File: src/rtl/dm_port_arbiter.sv
// Arbitrates the single synchronous-read data RAM port between instruction fetch and the memory stage.
// MEM wins by default; a saturating starvation counter forces IF through after STARVE_LIMIT MEM wins.
module dm_port_arbiter #(
  parameter int unsigned STARVE_LIMIT = 4
) (
  input  logic        clk,
  input  logic        reset,
  input  logic        if_req,
  input  logic [31:0] if_addr,
  output logic        if_gnt,
  output logic        if_rvalid,
  output logic [31:0] if_rdata,
  input  logic        mem_req,
  input  logic [31:0] mem_addr,
  input  logic [3:0]  mem_wen,
  input  logic [31:0] mem_wdata,
  output logic        mem_gnt,
  output logic        mem_rvalid,
  output logic [31:0] mem_rdata,
  output logic [31:0] ram_addr,
  output logic [3:0]  ram_wen,
  output logic [31:0] ram_wdata,
  input  logic [31:0] ram_rdata
);

  typedef enum logic [1:0] {IDLE, RD_WAIT, RESP} state_t;

  localparam logic [3:0] LIMIT = 4'(STARVE_LIMIT);

  state_t      state_q;
  logic        owner_q;
  logic [3:0]  starve_q, starve_d;
  logic [31:0] rdata_q;
  logic        if_rvalid_q, mem_rvalid_q;
  logic        can_grant, if_forced, read_gnt;

  always_comb begin
    can_grant = !reset && ((state_q == IDLE) || (state_q == RESP));
    if_forced = if_req && (starve_q == LIMIT);
    if_gnt    = can_grant && if_req && (if_forced || !mem_req);
    mem_gnt   = can_grant && mem_req && !if_forced;
    read_gnt  = if_gnt || (mem_gnt && (mem_wen == 4'b0000));

    ram_addr  = '0;
    ram_wen   = '0;
    ram_wdata = '0;
    if (if_gnt) begin
      ram_addr  = if_addr;
      ram_wdata = mem_wdata;
    end else if (mem_gnt) begin
      ram_addr  = mem_addr;
      ram_wen   = mem_wen;
      ram_wdata = mem_wdata;
    end

    // Counts only MEM wins that happen while IF is actually waiting.
    starve_d = starve_q;
    if (if_gnt || !if_req) begin
      starve_d = '0;
    end else if (mem_gnt && (starve_q < LIMIT)) begin
      starve_d = starve_q + 4'd1;
    end
  end

  always_ff @(posedge clk) begin
    if (reset) begin
      state_q      <= IDLE;
      owner_q      <= 1'b0;
      starve_q     <= '0;
      rdata_q      <= '0;
      if_rvalid_q  <= 1'b0;
      mem_rvalid_q <= 1'b0;
    end else begin
      starve_q     <= starve_d;
      if_rvalid_q  <= 1'b0;
      mem_rvalid_q <= 1'b0;
      case (state_q)
        RD_WAIT: begin
          rdata_q      <= ram_rdata;
          if_rvalid_q  <= owner_q;
          mem_rvalid_q <= !owner_q;
          state_q      <= RESP;
        end
        IDLE, RESP: begin
          // RESP overlaps the next grant, giving one read every two cycles.
          if (read_gnt) begin
            owner_q <= if_gnt;
            state_q <= RD_WAIT;
          end else begin
            state_q <= IDLE;
          end
        end
        default: state_q <= IDLE;
      endcase
    end
  end

  assign if_rvalid  = if_rvalid_q;
  assign mem_rvalid = mem_rvalid_q;
  assign if_rdata   = rdata_q;
  assign mem_rdata  = rdata_q;

endmodule
File: config.mk
export PLATFORM = sky130hd
export DESIGN_NAME = dm_port_arbiter
export DESIGN_NICKNAME = d
export VERILOG_FILES = /design/src/rtl/dm_port_arbiter.sv
export SDC_FILE = /design/constraint.sdc
export NUM_CORES = 1
export LEC_CHECK = 0
export ABC_AREA = 1
export BUFFER_PORTS_ARGS = -buffer_cell sky130_fd_sc_hd__buf_2
export CORE_AREA = 5 5 101 103
export CTS_CLUSTER_SIZE = 28
export DETAILED_ROUTE_END_ITERATION = 7
export DIE_AREA = 0 0 106 108
export PLACE_DENSITY_LB_ADDON = 0.05
export SLEW_MARGIN = 20
export SYNTH_ARGS = -nofsm -noshare
export SYNTH_HDL_FRONTEND = slang
export SYNTH_SLANG_ARGS = --single-unit
File: constraint.sdc
create_clock -name clk -period 1.9 [get_ports clk]
set_input_delay 0.285 -clock clk [delete_from_list [all_inputs] [get_ports clk]]
set_output_delay 0.285 -clock clk [all_outputs]
set_load 0.005 [all_outputs]
# Word-level counts from Yosys, hierarchy flattened
# Cells that the tools add are included.
# totals
romBits	0
memories	0
input_bits	136
ramBits	0
out_inout_bits	136
reg_bits	41
latch_bits	0
# op_classes
n_shift	0
reduce_logical	23
div	0
n_bitwise	1
n_lt_le_gt_ge	1
n_mux	8
add_sub_neg	1
eq_ne	3
n_mul	0
# ops
op	n
$mux W32	4
$logic_and A1 B1 Y1	8
$mux W4	2
$reduce_or A2 Y1	3
$logic_not A1 Y1	5
$add A4 B1 Y4 const B	1
$eq A4 B3 Y1 const B	1
$logic_not A4 Y1	1
$logic_or A1 B1 Y1	4
$lt A4 B3 Y1 const B	1
$pmux W2 S2	1
$eq A2 B1 Y1 const B	1
$eq A2 B2 Y1 const B	1
$logic_not A2 Y1	1
$reduce_and A2 Y1	1
$mux W1	1
$not A1 Y1	1

# Longest topological paths before layout
# Gate-level depths: netlist (run 1).
# depth
depth_word	9
ltp_mapped	11
mapped_depth_nobuf	10

# Worst setup path after synthesis (run 1)
# Ideal clock, no wire load.
# synth_timing
path_type	reg-to-output
start	reg starve_q[0]
end	out ram_addr[12]
path_slack_ns	0.306
path_buffers	1
stages_incl_launch_ff	12
t_arrival_ns	1.309
path_cell_list	dfxtp_1 > inv_1 > ha_1 > nand2_1 > inv_1 > nand2_1 > nand2_1 > nand2_2 > inv_2 > buf_4 > nand2_1 > nand2_1
# synth_via
word_cells_on_any_way	8
cone_classes	eq/ne (1); mux (2); reduce/logical (5)
# synth_rtl
item	line_no	rtl
start, declared	32	logic [3:0] starve_q, starve_d;
start signal, assigned	74	starve_q <= starve_d;
$eq A4 B3 Y1	39	if_forced = if_req && (starve_q == LIMIT);
$logic_and A1 B1 Y1	39	
$logic_or A1 B1 Y1	40	if_gnt = can_grant && if_req && (if_forced || !mem_req);
$logic_and A1 B1 Y1	40	
via if_gnt	10	output logic if_gnt,
$mux W32	47	if (if_gnt) begin
end, declared	20	output logic [31:0] ram_addr,
# The timed path passes the listed nets, and every way through them passes these cells.

# Worst setup path in the final report (run 1)
# layout_timing
start	reg starve_q[1]
end	out ram_wdata[5]
# layout_via
elab_chain_cells	6
word_cells_on_any_way	8
cone_classes	eq/ne (1); mux (2); reduce/logical (5)
# layout_rtl
item	line_no	rtl
$eq A4 B3 Y1 *	39	
$logic_and A1 B1 Y1 *	39	
$logic_not A1 Y1	41	mem_gnt = can_grant && mem_req && !if_forced;
$logic_and A1 B1 Y1	41	
$mux W32	50	end else if (mem_gnt) begin
$mux W32 *	47	
end, declared	22	output logic [31:0] ram_wdata,
# Mark *: on every way between the ends. The rest lies on a longest branch, timed or not.

==> impl_metrics.tcl, run 1 <==
set metrics [dict create \
    seq_area_frac_synth_pct 33.0 \
    cts.root.buffer_cell "clkbuf_8" \
    design_area_sq_mm 0.00407 \
    crit_fanout 6 \
    ys_top_cells_by_count "nand2_1, nor2_1, inv_1" \
    violations "setup timing" \
    stdcell_count 766 \
    port_buffers 271 \
    synth_fp_nets 542 \
    synth.ff_latch_count 41 \
    holdBufCountCts 0 \
    global_route.usage.total_pct 17.4 \
    post-route-min-period_ns 1.92 \
    nets 793 \
    cp_slowest_stage_delay_ns 0.33 \
    post_drt_wl_per_cell_microns 14.3 \
    run_status "finished with violations" \
    worstMarginPinSlew_ns 0.609 \
    timing.critical_path.buf_inv 5 \
    floorplan.die.height_microns 108 \
    timing.final.setup_violations 12 \
    postSynthCellCount 404 \
    synth_most_common_cell "nand2_1" \
    wl_met1_microns 4170 \
    critPathTopFamily "buffers and inverters" \
    drtPass1Iterations 4 \
    netlist_area_sq_mm 0.00249 \
    antenna_cells_inserted 0 \
    tritoncts "done" \
    final_min_period_over_clock_period_pct 101 \
    count_of_flip_flops_with_a_built_in_enable_after_synthesis 0 \
    drt_drc 0 \
    boundaryPins 272 \
    placement_rows 35 \
    drt-vias-per-instance 4.21 \
    timing_hold_violations_final 0 \
    worstHoldPathType "primary input to flip-flop" \
    first_global_vias 2992 \
    clkSinkCount 41 \
    worst_setup_path_end_kind "output port" \
    insertion_delay_ns 0.28 \
    detail-route-antenna-nets 0 \
    routed_via_count 3222 \
    fin_ws_ns -0.0172 \
    timing.critical_path.from_type "flip-flop" \
    gp_congestion 0.847 \
    max_cap_viols 0 \
    top_flip_flop_cell_by_instance_count_after_synthesis "dfxtp_1" \
    dr_wl_met2_microns 5690 \
    route.met3.wl_microns 933 \
    floorplan.initialDensity_pct 27.3 \
    area_growth_pct 63.5 \
    worstReg2RegStart "starve_q[1]" \
    core_area_sq_mm 0.00911 \
    worst_case_clock_buffer_depth 2 \
    fmaxAchievable_mhz 522 \
    detail_route.wirelength_microns 11000 \
    slowest_cell_on_the_critical_path "dfxtp_2" \
    fp.dieArea_sq_mm 0.0114 \
    clkSlewWorstSetupHoldPaths_ns 0.08 \
    rsz_0062_raised_after_global_routing "true" \
    synth_async_sr_flop_share_pct 0 \
    finalPower_mw 2.15 \
    netlist.top_cell.by_area "dfxtp_1" \
    cts_buffers 5 \
    synth_area_leaders "dfxtp_1, nand2_1, nor2_1" \
    cts_max_level 2 \
    post_synth.cell_area_avg_sq_um 6.16 \
    top_layer_used "met4" \
    power.leakage_nw 2.65 \
    grt_start_max_net_pins 36 \
    timing.clock.skew_ns 0.00770 \
    timing.slew.headroom_pct 59.3 \
    power_density_mw_per_mm2 529 \
    global_route.overflow_total 0 \
    chipWidth_microns 106 \
    crit_required_ns 1.62 \
    grt_pass1_wl_microns 16000 \
    post-place-cells 743 \
    place_area_sq_mm 0.00369 \
    criticalPathCategory "flip-flop to output port" \
    setup_tns_ns -0.108 \
    path_cells "inv_2 -> ha_4 -> nand2_2 -> inv_2 -> nand2_4 -> nand2_4 -> clkinv_8 -> nor2_4 -> buf_6 -> nor2_2 -> buf_2" \
    worst_ir_drop_vdd_v 0.000252 \
    dr.first_iter.drc_count 161 \
    n_fill_cell 981 \
    timing.hold.worst.start "ram_rdata[1]" \
    final_max_slew_viol_count 0 \
    crit_arrival_ns 1.63 \
    crit_path_start "starve_q[1]" \
    synth_warnings 0 \
    antenna_violations_before_repair 0 \
    dp_hpwl_microns 8450 \
    post_route_cells_drive_above_1_share_pct 52.7 \
    synth_cell_types 19 \
    synth.top_cell.area_share_pct 33.0 \
]
metrics by stage:
step	utilization, %	worst slack, ns	hold WS (ns)
floorplan	-	0.306	0.357
global placement	40.5	-0.0200	0.425
detailed placement	40.5	-0.0678	0.425
CTS	43.2	-0.0357	0.207
global route	44.7	-0.131	0.211
finish	44.7	-0.0172	0.217
placed cells by master, fill, tap and decap left out, types with 3 or more instances in the layout:
master    instances
clkinv_8          3
clkbuf_8          6
nand2_2          11
nand2_1          94
buf_6             3
nand4_1           3
nor2_1           92
dfxtp_1          39
o21ai_0          32
nor2_2           16
nand2_4           3
buf_4            12
inv_1            41
buf_2           271
nor3_1            3
inv_2             6
nor2_4            4
per-layer routing:
layer / global-route usage, % / up-vias
met5: 0 / -
li1: - / 1670
met2: 31.4 / 141
met4: 4.63 / 0
met3: 4.66 / 14
met1: 20.4 / 1397
where the power goes:
part	internal, mW	switching, mW	total [mW]	leakage, nW
Sequential	0.906	0.0300	0.936	0.336
Combinational	0.323	0.328	0.651	2.27
Clock	0.288	0.279	0.567	0.0443
Total	1.52	0.637	2.15	2.65
path summary, 6_finish.rpt:
kind / cells past startpoint / to / slack (ns)
max: 11 / ram_wdata[5] / -0.02
min: 3 / if_rdata[1] / 0.22
min reg2reg: 1 / mem_rvalid / 0.44
max reg2reg: 12 / owner_q / 0.44
repair_timing:
action / CTS / global route
resized for setup: 20 / 28
buffers inserted: 7 / 3
endpoints found under the setup margin: 66 / 64
hold endpoints to repair: 0 / 0
pin swaps: 3 / 5
cloned: 3 / 3
sequential cells by signal, summed over array words and instances (netlist names):
signal and cells:
if_rvalid 1, starve_q 4, state_q 2, owner_q 1
if_rdata 32, mem_rvalid 1
kinds of logic (layout without fill, tap and decap cells):
group           count (synthesis)  count (layout)  share of synthesized area, %
buf+inv                        99             349                          21.8
compound gates                 34              34                          6.83
simple gates                  228             229                          37.4
flops                          41              41                          33.0
fa+ha+maj                       2               2                          1.00
tightest hold or removal path, cell delays in order:
cell	delay, ns
buf_2	0.07
nor2_1	0.03
nor2_1	0.08
final cells by class:
class                      count  area, sq um  share of cell area [%]
clock buffer                   7         86.3                    2.12
inverter                      49          209                    5.13
multi-input combinational    265         1220                    29.9
sequential                    41          823                    20.2
tap                          111          139                    3.41
timing repair buffer         289         1550                    38.0
timing repair inverter         4         47.5                    1.17
No activity file was read; power rests on OpenSTA's default activity.
==> run 2: changes to the inputs <==
SETUP_SLACK_MARGIN = 0.4   (was not set)
==> impl_metrics.tcl, run 2 (synthesis results as in run 1) <==
set metrics [dict create \
    drt-vias-per-instance 4.25 \
    core_area_sq_mm 0.00911 \
    grt_pass1_wl_microns 16200 \
    p_switching_uw 649 \
    share_comb_of_total_power_pct 31.8 \
    postLayoutCoreUtil_pct 47.1 \
    post-route-min-period_ns 1.94 \
    timing.slew.headroom_pct 58.7 \
    finalPower_mw 2.20 \
    post_route_cells_drive_above_1_share_pct 56.5 \
    r2r_cells 11 \
    worst_ir_drop_vdd_v 0.000311 \
    boundaryPins 272 \
    detail-route-antenna-nets 0 \
    fmaxAchievable_mhz 515 \
    timing.critical_path.from_type "flip-flop" \
    detail_route.wirelength_microns 10800 \
    antenna_cells_inserted 0 \
    gp_congestion 0.814 \
    global_route.overflow_total 0 \
    first_global_vias 3165 \
    tritoncts "done" \
    dp_hpwl_microns 8240 \
    post_drt_wl_per_cell_microns 14.1 \
    routed_via_count 3273 \
    area_growth_pct 72.2 \
    cts.root.buffer_cell "clkbuf_8" \
    floorplan.initialDensity_pct 27.3 \
    grt_start_max_net_pins 36 \
    crit_arrival_ns 1.66 \
    final_min_period_over_clock_period_pct 102 \
    placement_rows 35 \
    clkSlewWorstSetupHoldPaths_ns 0.07 \
    holdBufCountCts 0 \
    max_cap_viols 0 \
    drt_drc 0 \
    cts_buffers 5 \
    largest_register_ffs 32 \
    timing_hold_violations_final 0 \
    port_buffers 271 \
    worstMarginPinSlew_ns 0.619 \
    criticalPathCategory "flip-flop to output port" \
    run_status "finished with violations" \
    rsz_0062_raised_after_global_routing "true" \
    worst_setup_path_end_kind "output port" \
    detailedPlace.worstSlack_ns -0.0987 \
    nets 798 \
    timing.clock.skew_ns 0.00375 \
    switching_share_pct 29.5 \
    timing.final.setup_violations 41 \
    drtPass1Iterations 4 \
    power.leakage_nw 2.71 \
    layout.cells.most_common_list "buf_2, nor2_1, nand2_1, inv_1, dfxtp_1" \
    power_report.internal_total_mw 1.55 \
    clkSinkCount 41 \
    fp.dieArea_sq_mm 0.0114 \
    global_route.usage.total_pct 17.7 \
    min_delay_path_depth 3 \
    mostFrequentLayoutCell "buf_2" \
    worstHoldPathType "primary input to flip-flop" \
    setup_tns_ns -0.694 \
    violations "setup timing" \
    sequentialPowerShare_pct 42.5 \
    floorplan.die.height_microns 108 \
    power_density_mw_per_mm2 512 \
    worst_case_clock_buffer_depth 2 \
    crit_required_ns 1.62 \
    fin_ws_ns -0.0419 \
    crit_fanout 10 \
    dr.first_iter.drc_count 219 \
    insertion_delay_ns 0.28 \
    final_max_slew_viol_count 0 \
    antenna_violations_before_repair 1 \
    clockPowerShare_pct 25.7 \
    chipWidth_microns 106 \
    cts_max_level 2 \
]
==> run 2: cell count changes in the layout (fill, tap and decap cells not counted), moves of 2 or more <==
cell / change
nor2_1: -3
nor2_4: +2
nand2_1: -19
nand2_4: +2
buf_6: +8
buf_2: -5
nand2_2: +17
==> run 2: power by group through the flow <==
| stage | sequential, mW | combinational (mW) | clock [mW] |
|---|---|---|---|
| floorplan | 0.956 | 0.293 | 0 |
| global placement | 0.953 | 0.587 | 0 |
| detailed placement | 0.954 | 0.589 | 0 |
| CTS | 0.935 | 0.683 | 0.594 |
| global route | 0.943 | 0.776 | 0.628 |
| finish | 0.934 | 0.698 | 0.565 |
==> run 2: path summary, 6_finish.rpt <==
check	endpoint	start	slack [ns]
worst min register to register	mem_rvalid	owner_q	0.44
worst max-delay path	ram_wdata[4]	starve_q[1]	-0.04
worst min-delay path	if_rdata[3]	ram_rdata[3]	0.22
worst max register to register	starve_q[1]	starve_q[1]	0.46
==> run 2: layout make-up <==
class	count	area, sq um
flip-flops and latches	41	823
inverters	49	204
multi-input cells	265	1310
fillers	972	4820
well taps	111	139
repair buffers	294	1680
repair inverters	4	47.5
clock buffers	7	86.3
==> run 2: critical path: stages (launching register included) <==
cell and delay, ns:
dfxtp_2 0.33, inv_2 0.06, ha_4 0.12, nand2_2 0.04, inv_2 0.06, nand2_4 0.06
nand2_4 0.11, clkinv_8 0.10, nor2_4 0.16, buf_12 0.16, nor2_2 0.04, buf_2 0.13
==> run 2: metrics by stage <==
step                area [sq um]  cells  hold WS (ns)
floorplan                   2510    404         0.357
global placement            3730    746         0.430
detailed placement          3730    746         0.434
CTS                         4160    769         0.208
global route                4290    771         0.213
finish                      4290    771         0.219
==> run 2: layer usage <==
| layer | GRT usage, % | up-vias | routed length [microns] |
|---|---|---|---|
| met4 | 4.90 | 2 | 248 |
| met5 | 0 | - | 7 |
| met2 | 33.2 | 144 | 5600 |
| li1 | - | 1682 | - |
| met1 | 19.0 | 1427 | 3930 |
| met3 | 5.91 | 18 | 1050 |
==> run 2: what timing repair did <==
| action | CTS | global route |
|---|---|---|
| hold endpoints to repair | 0 | 0 |
| pin swaps | 9 | 4 |
| endpoints found under the setup margin | 72 | 76 |
| buffers inserted | 9 | 1 |
| gates cloned | 7 | 1 |
| resized for setup | 57 | 23 |
